$ cat src/rtl/stopwatch_timer.sv
// Prescaled up/down stopwatch/timer with preload, terminal detection and a lap-capture FIFO.
// All state is updated on the rising clock edge; rst_n is a synchronous active-low reset.
module stopwatch_timer #(
    parameter int WIDTH     = 32,
    parameter int PRESCALE  = 1,
    parameter int LAP_DEPTH = 4
) (
    input  logic             clk,
    input  logic             rst_n,
    input  logic             start,
    input  logic             stop,
    input  logic             clear,
    input  logic             mode,
    input  logic             load_en,
    input  logic [WIDTH-1:0] load_val,
    input  logic             lap,
    input  logic             lap_rd,
    output logic [WIDTH-1:0] count,
    output logic             running,
    output logic             expired,
    output logic             lap_valid,
    output logic [WIDTH-1:0] lap_data,
    output logic             lap_full,
    output logic             lap_overflow
);

    localparam int PW = (PRESCALE > 1) ? $clog2(PRESCALE) : 1;
    localparam int AW = $clog2(LAP_DEPTH);
    localparam int OW = AW + 1;
    localparam logic [PW-1:0] PRESC_LAST = PW'(PRESCALE - 1);
    localparam logic [OW-1:0] OCC_FULL   = OW'(LAP_DEPTH);

    logic [WIDTH-1:0] r_count;
    logic             r_running;
    logic             r_mode;
    logic             r_expired;
    logic [PW-1:0]    r_presc;

    logic [WIDTH-1:0] r_mem [LAP_DEPTH];
    logic [AW-1:0]    r_wr_ptr;
    logic [AW-1:0]    r_rd_ptr;
    logic [OW-1:0]    r_occ;
    logic             r_overflow;

    logic w_tick;
    logic w_start_ok;
    logic w_not_empty;
    logic w_full;
    logic w_push_req;
    logic w_pop;
    logic w_push;
    logic w_drop;

    assign w_tick      = r_running && (r_presc == PRESC_LAST);
    // A down-count may not begin at zero, and an expired count must be cleared or reloaded first.
    assign w_start_ok  = start && !r_running && !r_expired && !(mode && (r_count == '0));

    assign w_not_empty = (r_occ != '0);
    assign w_full      = (r_occ == OCC_FULL);
    assign w_push_req  = lap && r_running && !clear;
    assign w_pop       = lap_rd && w_not_empty && !clear;
    assign w_push      = w_push_req && (!w_full || w_pop);
    assign w_drop      = w_push_req && w_full && !w_pop;

    // NOTE: sequential state uses non-blocking assignments so every register samples pre-edge values.
    always_ff @(posedge clk) begin
        if (!rst_n) begin
            r_count   <= '0;
            r_running <= 1'b0;
            r_mode    <= 1'b0;
            r_expired <= 1'b0;
            r_presc   <= '0;
        end else if (clear) begin
            r_count   <= '0;
            r_running <= 1'b0;
            r_expired <= 1'b0;
            r_presc   <= '0;
        end else begin
            if (stop) begin
                r_running <= 1'b0;
            end else if (w_start_ok) begin
                r_running <= 1'b1;
                r_mode    <= mode;
            end else if (w_tick) begin
                if (!r_mode) begin
                    if (r_count == '1) begin
                        r_expired <= 1'b1;
                        r_running <= 1'b0;
                    end else begin
                        r_count <= r_count + 1'b1;
                    end
                end else begin
                    r_count <= r_count - 1'b1;
                    if (r_count == WIDTH'(1)) begin
                        r_expired <= 1'b1;
                        r_running <= 1'b0;
                    end
                end
            end
            // Stop freezes the prescaler so a pause keeps the partial tick.
            if (r_running && !stop) begin
                r_presc <= w_tick ? '0 : r_presc + 1'b1;
            end
            if (load_en && !r_running) begin
                r_count   <= load_val;
                r_expired <= 1'b0;
            end
        end
    end

    always_ff @(posedge clk) begin
        if (!rst_n) begin
            r_wr_ptr   <= '0;
            r_rd_ptr   <= '0;
            r_occ      <= '0;
            r_overflow <= 1'b0;
        end else if (clear) begin
            r_wr_ptr   <= '0;
            r_rd_ptr   <= '0;
            r_occ      <= '0;
            r_overflow <= 1'b0;
        end else begin
            if (w_push) r_wr_ptr <= r_wr_ptr + 1'b1;
            if (w_pop)  r_rd_ptr <= r_rd_ptr + 1'b1;
            if (w_push && !w_pop)      r_occ <= r_occ + 1'b1;
            else if (w_pop && !w_push) r_occ <= r_occ - 1'b1;
            if (w_drop) r_overflow <= 1'b1;
        end
    end

    // NOTE: lap storage carries no reset; occupancy gates every read, so stale entries are never visible.
    always_ff @(posedge clk) begin
        if (w_push) r_mem[r_wr_ptr] <= r_count;
    end

    assign count        = r_count;
    assign running      = r_running;
    assign expired      = r_expired;
    assign lap_valid    = w_not_empty;
    assign lap_full     = w_full;
    assign lap_overflow = r_overflow;
    assign lap_data     = w_not_empty ? r_mem[r_rd_ptr] : '0;

endmodule

$ cat config.mk
export PLATFORM = sky130hd
export DESIGN_NAME = stopwatch_timer
export DESIGN_NICKNAME = d
export VERILOG_FILES = /design/src/rtl/stopwatch_timer.sv
export SDC_FILE = /design/constraint.sdc
export NUM_CORES = 1
export LEC_CHECK = 0
export ABC_AREA = 0
export CELL_PAD_IN_SITES_DETAIL_PLACEMENT = 0
export CELL_PAD_IN_SITES_GLOBAL_PLACEMENT = 1
export CORE_MARGIN = 5
export CORE_UTILIZATION = 26
export DETAILED_ROUTE_END_ITERATION = 10
export PLACE_DENSITY_LB_ADDON = 0.3
export SETUP_SLACK_MARGIN = 0.05
export SLEW_MARGIN = 20
export SYNTH_ARGS = -nofsm -noshare
export SYNTH_HDL_FRONTEND = slang
export SYNTH_SLANG_ARGS = --single-unit
$ cat constraint.sdc
create_clock -name clk -period 3.1 [get_ports clk]
set_input_delay 0.93 -clock clk [delete_from_list [all_inputs] [get_ports clk]]
set_output_delay 0.93 -clock clk [all_outputs]
set_load 0.005 [all_outputs]
==> out/qor.csv <==
stage,metric,value,unit
yosys,synth_area_leader_cell,edfxtp_1,
pwr,power_density,484.1,nW/um^2
place,place_inst,1134,
route,drc_errors,0,
route,vias_per_cell,4.718,
grt,grt_pass1_vias,5584,
grt,grt_pass1_wl,34140,um
yosys,yosys-top-cells-count,"edfxtp_1 (128), dfxtp_1 (46), and2_1 (39)",
pwr,power.share.switching,0.2376,
yosys,netlist_top_cells_area,"edfxtp_1 (48%), dfxtp_1 (12%), mux4_2 (9.0%)",
finish,synthToLayoutAreaGrowth,32.71,%
clocking,path_clk_slew,80,ps
pwr,p_total,5134,uW
die,rows,64,
finish,final_cells,1170,
die,ios,110,
yosys,yosys.area_share.xor_xnor,0.03726,
yosys,synth-simple-area-share,0.1506,
sta,slew_violations,0,
yosys,synth-compound-area-share,0.07797,
pwr,clkPwrFrac,0.438,
sta,slew_headroom,0.4939,
finish,drive_gt1_frac,0.1886,
yosys,synth_edf_count,128,
route,num_vias,5520,
critical_path,crit_path_max_fanout,4,
yosys,seq_area_frac_synth,0.5962,
yosys,yosysTopAreaCellShare,0.4810,
pwr,p_leak,0.003592,uW
die,start_util,0.2626,
critical_path,critPathTopFamily,buffers and inverters,
critical_path,crit_type,reg2out,
yosys,synth_top_family_by_area,simple AND/OR/NAND/NOR gates,
pwr,ir_worst_vdd,0.3459,mV
clocking,htreeDepth,4,
yosys,synth_async_sr_flop_share,0,
critical_path,cp-end-kind,output pin,
critical_path,worstPathArrival,2060,ps
pwr,p_seq_frac,0.496,
die,die-area,34340,um^2
yosys,synth.most_common_cell,edfxtp_1,
critical_path,startpoint_type,register,
flow_run,cap_violations,0,
route,routedWlPerCell,19.31,um
grt,grt_overflow,0,
route,drt_first_pass_iters,5,
clocking,cts.sinks,174,
status,status,"complete, no violations",
sta,period_share,0.9657,
yosys,yosys.area_share.adder,0.01503,
route,ant_nets,0,
place,place_hpwl,15930,um
clocking,clockBufferDepth,2,
sta,setup_viol,0,
finish,multi_input_area,3003,um^2
sta,fin_crit,2994,ps
finish,nNetsFinal,811,
place,portBuffers,109,
clocking,cts_buffers,17,
route,drt_iter0_markers,382,
pwr,p_switching,1220,uW
clocking,clock_latency,430,ps
pwr,internal_power,3914,uW
yosys,syn_area,7991,um^2
grt,antenna_found_initial,0,
sta,tightest_slew,752.2,ps
clocking,cts_tree,done,
yosys,synth_fp_nets,660,
critical_path,path_buf_inv,2,
sta,fmax,0.3340,GHz
finish,register_area,4768,um^2
yosys,synth.area.mux_share,0.09394,
pwr,combPwrFrac,0.066,
worst_hold_path,worst_hold_path_type,reg2reg,
die,core_area,30430,um^2
yosys,synth_cell_types,70,
yosys,synth_cells,610,
sta,grt_setup_unrepaired,true,
clocking,cts_root_buffer,clkbuf_16,
sta,skew,10.90,ps
place,routabilityCongestion,0.8487,
critical_path,cp_slowest_cell,mux4_2,
grt,grtUsageTotal,0.1322,
finish,n_fill_cell,2995,
critical_path,max_stage_delay,490,ps
yosys,synth_ff_type,edfxtp_1,
die,die_height,185.3,um
die,die_x,185.3,um
critical_path,required,2170,ps
critical_path,crit_chain,"buf_8, mux4_2, and2_1, clkdlybuf4s50_1",
finish,n_antenna_cell,0,
yosys,syn_avg_cell_area,13.10,um^2
yosys,ys_seq_elements,174,
route,totalWireLength,22590,um
sta,hold_viol,0,
grt,grt_max_degree,34,
yosys,yosysWarningCount,0,
## area by class of cell
class	count	area share
sequential	174	0.4496
multi-input combinational	388	0.2832
inverter	10	0.003539
clock inverter	15	0.01864
tap	396	0.04672
timing repair buffer	170	0.1582
clock buffer	17	0.04011
## stage by stage
step	setup TNS, ps	util	hold WS, ps	area (um^2)	setup slack, ps
final	0	0.3485	489.4	10610	106.3
after CTS	0	0.3488	494.1	10620	23.85
after global routing	0	0.3485	509.2	10610	49.03
after global placement	-107.6	0.3268	477.3	9943	-107.6
after floorplan	0	-	461.9	7991	242.2
after detailed placement	-131.4	0.3268	469.2	9943	-131.4
## layout by cell type (no fill, tap or decap), types with 3 or more instances in the layout
cell,instances
or3_1,8
and2_1,38
clkinvlp_4,3
a211oi_1,7
nand2_1,22
and3_1,7
mux4_2,32
dfxtp_1,45
mux2i_1,3
nand3_1,22
ha_1,8
o21ai_0,32
nand3b_1,4
clkbuf_16,17
xnor2_1,21
nor3b_1,3
clkdlybuf4s50_1,78
inv_8,5
nand4_1,11
dlygate4sd2_1,29
a31oi_1,6
inv_6,3
inv_1,10
edfxtp_1,128
nor2_1,34
xor2_1,13
a21oi_1,37
buf_4,46
nand2b_1,6
nor3_1,11
and4_1,3
nor4_1,9
o22ai_1,4
or4_1,3
buf_12,12
## power groups by stage
stage	clock network (uW)	registers (uW)	logic, uW
after floorplan	0	2590	147
after global placement	0	2600	346
after detailed placement	0	2600	345
after CTS	2310	2550	346
after global routing	2400	2550	371
final	2250	2550	341
## per-layer routing
| layer | wire [um] | track usage | share of wire | up-vias |
|---|---|---|---|---|
| met4 | 352 | 0.03787 | 0.016 | 0 |
| met1 | 10600 | 0.1812 | 0.47 | 2758 |
| met3 | 836 | 0.02337 | 0.037 | 21 |
| met5 | 0 | 0 | 0 | - |
| li1 | - | - | - | 2623 |
| met2 | 10810 | 0.2159 | 0.48 | 118 |
## registers in the layout (all words and copies together), names as in the netlist, named ones only
register	flops
r_presc	1
running	1
r_mem	128
r_mode	1
count	32
r_occ	3
lap_overflow	1
r_wr_ptr	2
r_rd_ptr	2
expired	1
## tightest hold or removal path, cell delays in order, from the launching register on
cell and delay (ps):
dfxtp_1 330, a41oi_1 50, nor2_1 70
## path summary, 6_finish.rpt
check               start            to  slack [ps]  cells after the start
max reg2reg      count[1]     count[26]         510                     10
min          lap_overflow  lap_overflow         490                      2
max              register  lap_data[29]         110                      4
min reg2reg  lap_overflow  lap_overflow         490                      2
## timing repair
item | in CTS | in global routing
cloned | 1 | 0
hold buffers | 0 | 0
resized for setup | 37 | 3
buffers inserted | 3 | 1
endpoints found under the setup margin | 32 | 3
## cells by family after synthesis
group           Yosys count
compound gates          104
simple gates            206
buf+inv                  48
flops                   174
xor+xnor                 34
fa+ha+maj                 9
mux                      35
(Power assumes the default switching activity.)
==> variant, RTL diff (same settings) <==
Change the parameter `LAP_DEPTH` from 4 to 16.
--- a/src/rtl/stopwatch_timer.sv
+++ b/src/rtl/stopwatch_timer.sv
@@ -3,7 +3,7 @@
 module stopwatch_timer #(
     parameter int WIDTH     = 32,
     parameter int PRESCALE  = 1,
-    parameter int LAP_DEPTH = 4
+    parameter int LAP_DEPTH = 16
 ) (
     input  logic             clk,
     input  logic             rst_n,
Behaviour: not the same (Yosys sat finds a counterexample within 10 cycles, from zero or initial values and one cycle with rst_n low).
==> variant against the unedited design <==
  * The flow now finishes with violations (negative setup slack)
  * Wire length grew to 2.9 times the old value
  * Sequential cell count is 392 higher
  * Cell area grew to 2.8 times the old value
  * Critical path depth is 4 higher
  * Area after synthesis grew to 2.9 times the old value
  * Power grew to 3.1 times the old value
  * First-iteration DRC count is 100% higher
  * Global-route usage is 0.34 points higher
  * Worst setup slack worse by 0.76 ns
  * Critical endpoint is now lap_data[8]
  * Largest cell class unchanged
==> variant: results (changes against the unedited design) <==
Number of vias in the routed layout: 12,700 (was 5,520). The leakage power of the design is 10.0 nW (was 3.59 nW), and the clock buffer count from CTS is 60 (was 17). The delay of the slowest critical-path stage is 0.55 ns (was 0.49 ns).

Most frequent cells after synthesis: edfxtp_1 (512), mux4_2 (160), nor2_1 (57) (was edfxtp_1 (128), dfxtp_1 (46), and2_1 (39)). The routed length per instance is 23.6 um (was 19.3 um). Top cell family by delay on the critical path: multiplexers (was buffers and inverters). The tools report the number of global-route vias before repair as 13,800 (was 5,584). The final weighted congestion in routability-driven placement was 0.764 (was 0.849). The largest net degree at the start of global routing was 35 (was 34); the final net count was 1,581 (was 811).

The HPWL reported at the end of detailed placement came out at 40,200 um (was 15,900 um). Count of buffers inserted at the top-level ports: 109 (unchanged). The library cell contributing the largest single delay on the critical path was mux4_2 (unchanged). The maximum fanout encountered on the critical timing path is 7 (was 4), and the mean number of vias per cell is 4.63 (was 4.72).

Register with the most flip-flops: r_mem (unchanged). The number of antenna cells inserted was 0 (unchanged). Cell types with the largest area share after synthesis: edfxtp_1 (66%), mux4_2 (16%), dfxtp_1 (4.7%) (was edfxtp_1 (48%), dfxtp_1 (12%), mux4_2 (9.0%)).

The count of endpoints failing setup in the final report was 32 (was 0). The flow ran to the end, but the final reports show violations. The initial antenna violation count is 2 (was 0), and the number of cells after detailed placement is 2,568 (was 1,134). The tools report the share of synthesized area occupied by flip-flops and latches as 71.2% (was 59.6%). The number of synthesized flops with an enable pin works out to 512 (was 128). The run gives 95,300 um (was 34,100 um) as the first-pass GRT wire length.

The share of the synthesized area in the top cell type works out to 66.5% (was 48.1%). The root cell of the clock tree was clkbuf_16 (unchanged). For the global-route usage over all layers, the log shows 13.6% (was 13.2%). The clock transition at the register clock pins on the worst setup and hold paths after CTS is 0.06 ns (was 0.08 ns).

The data arrival time of the critical path is 2.83 ns (was 2.06 ns), and the average instance area after synthesis is 19.0 sq um (was 13.1 sq um). The run gives 0.000476 V (was 0.000346 V) as the highest ir drop seen on vdd. The run gives 65 (was 70) as the number of distinct library cells after synthesis. Final setup skew: 0.0384 ns (was 0.0109 ns). The clock latency reported for the late side of the worst-skew pair was 0.65 ns (was 0.43 ns); the number of flip-flops in the largest register was 512 (was 128). The setup slack after layout is -0.656 ns (was 0.106 ns), and the clock tree buffer depth is 3 (was 2). The worst-margin pin slew was 0.696 ns (was 0.752 ns); the H-tree level count was 2 (was 4). The number of warnings issued by yosys was 0 (unchanged); the length of the first detailed-routing pass in iterations was 4 (was 5). The async set-reset flop share out of synthesis was 0% (unchanged). The net count after synthesis is 1,274 (was 660), and the initial detailed-routing violation count is 775 (was 382). The worst setup timing slack at the placement stage is -0.336 ns (was -0.131 ns), and the share of cells above drive strength 1 is 36.0% (was 18.9%). The total cell area at the placement stage is 0.0272 sq mm (was 0.00994 sq mm). The final reports fail on negative setup slack.
==> variant: cells by family (layout without fill, tap and decap cells) <==
kind of cell    after synthesis  after routing  share of synthesized area, %
flops                       566            566                          71.2
simple gates                250            250                          6.30
mux                         165            165                          15.8
compound gates               99             99                          2.78
buf+inv                      84            439                          1.61
xor+xnor                     41             41                          1.55
fa+ha+maj                    14             14                         0.790
==> variant: worst reg2reg max path, cell delays in order (launching register included) <==
cell and delay, ns:
dfxtp_2 0.32, or4_4 0.55, o21ai_1 0.19, nor2_1 0.08
inv_1 0.08, ha_1 0.16, inv_1 0.09, fa_1 0.39
a21o_1 0.16, a21oi_1 0.17, xnor2_1 0.09, or3_1 0.30
a21oi_1 0.15
==> variant: cell type report <==
class | instances | area, sq um
well taps | 1165 | 1460
inverters | 11 | 46.3
clock inverters | 41 | 408
clock buffers | 69 | 1540
flip-flops and latches | 566 | 16500
fillers | 8423 | 58400
repair buffers | 318 | 3440
multi-input cells | 569 | 6570
==> variant: report_power, final <==
group | switching, mW | internal, mW
Combinational | 0.343 | 0.254
Sequential | 0.0202 | 8.31
Clock | 3.03 | 4.06
==> variant: timing repair <==
item / in CTS / in global routing
buffers inserted: 63 / 5
pin swaps: 2 / 1
gates cloned: 5 / 0
endpoints found under the setup margin: 34 / 35
gates resized for setup: 204 / 22
==> variant: path summary, 6_finish.rpt <==
check,end,from,cells past startpoint,slack [ns]
worst max register to register,r_occ[4],r_occ[1],12,0.29
worst min register to register,lap_overflow,lap_overflow,2,0.48
worst max-delay path,lap_data[8],flip-flop,8,-0.66
worst min-delay path,lap_overflow,lap_overflow,2,0.48
==> variant: routing by layer <==
layer,wire length [um],GRT usage (%)
met2,31700,22.9
met4,990,2.56
met5,0,0
met3,2950,2.31
met1,28900,18.7
==> variant: through the flow <==
step                power [mW]  TNS [ns]
finish                    16.0    -17.39
global route              16.6    -20.05
CTS                       16.2    -20.30
detailed placement        9.05     -9.21
global placement          9.04     -7.40
floorplan                 8.74    -71.00
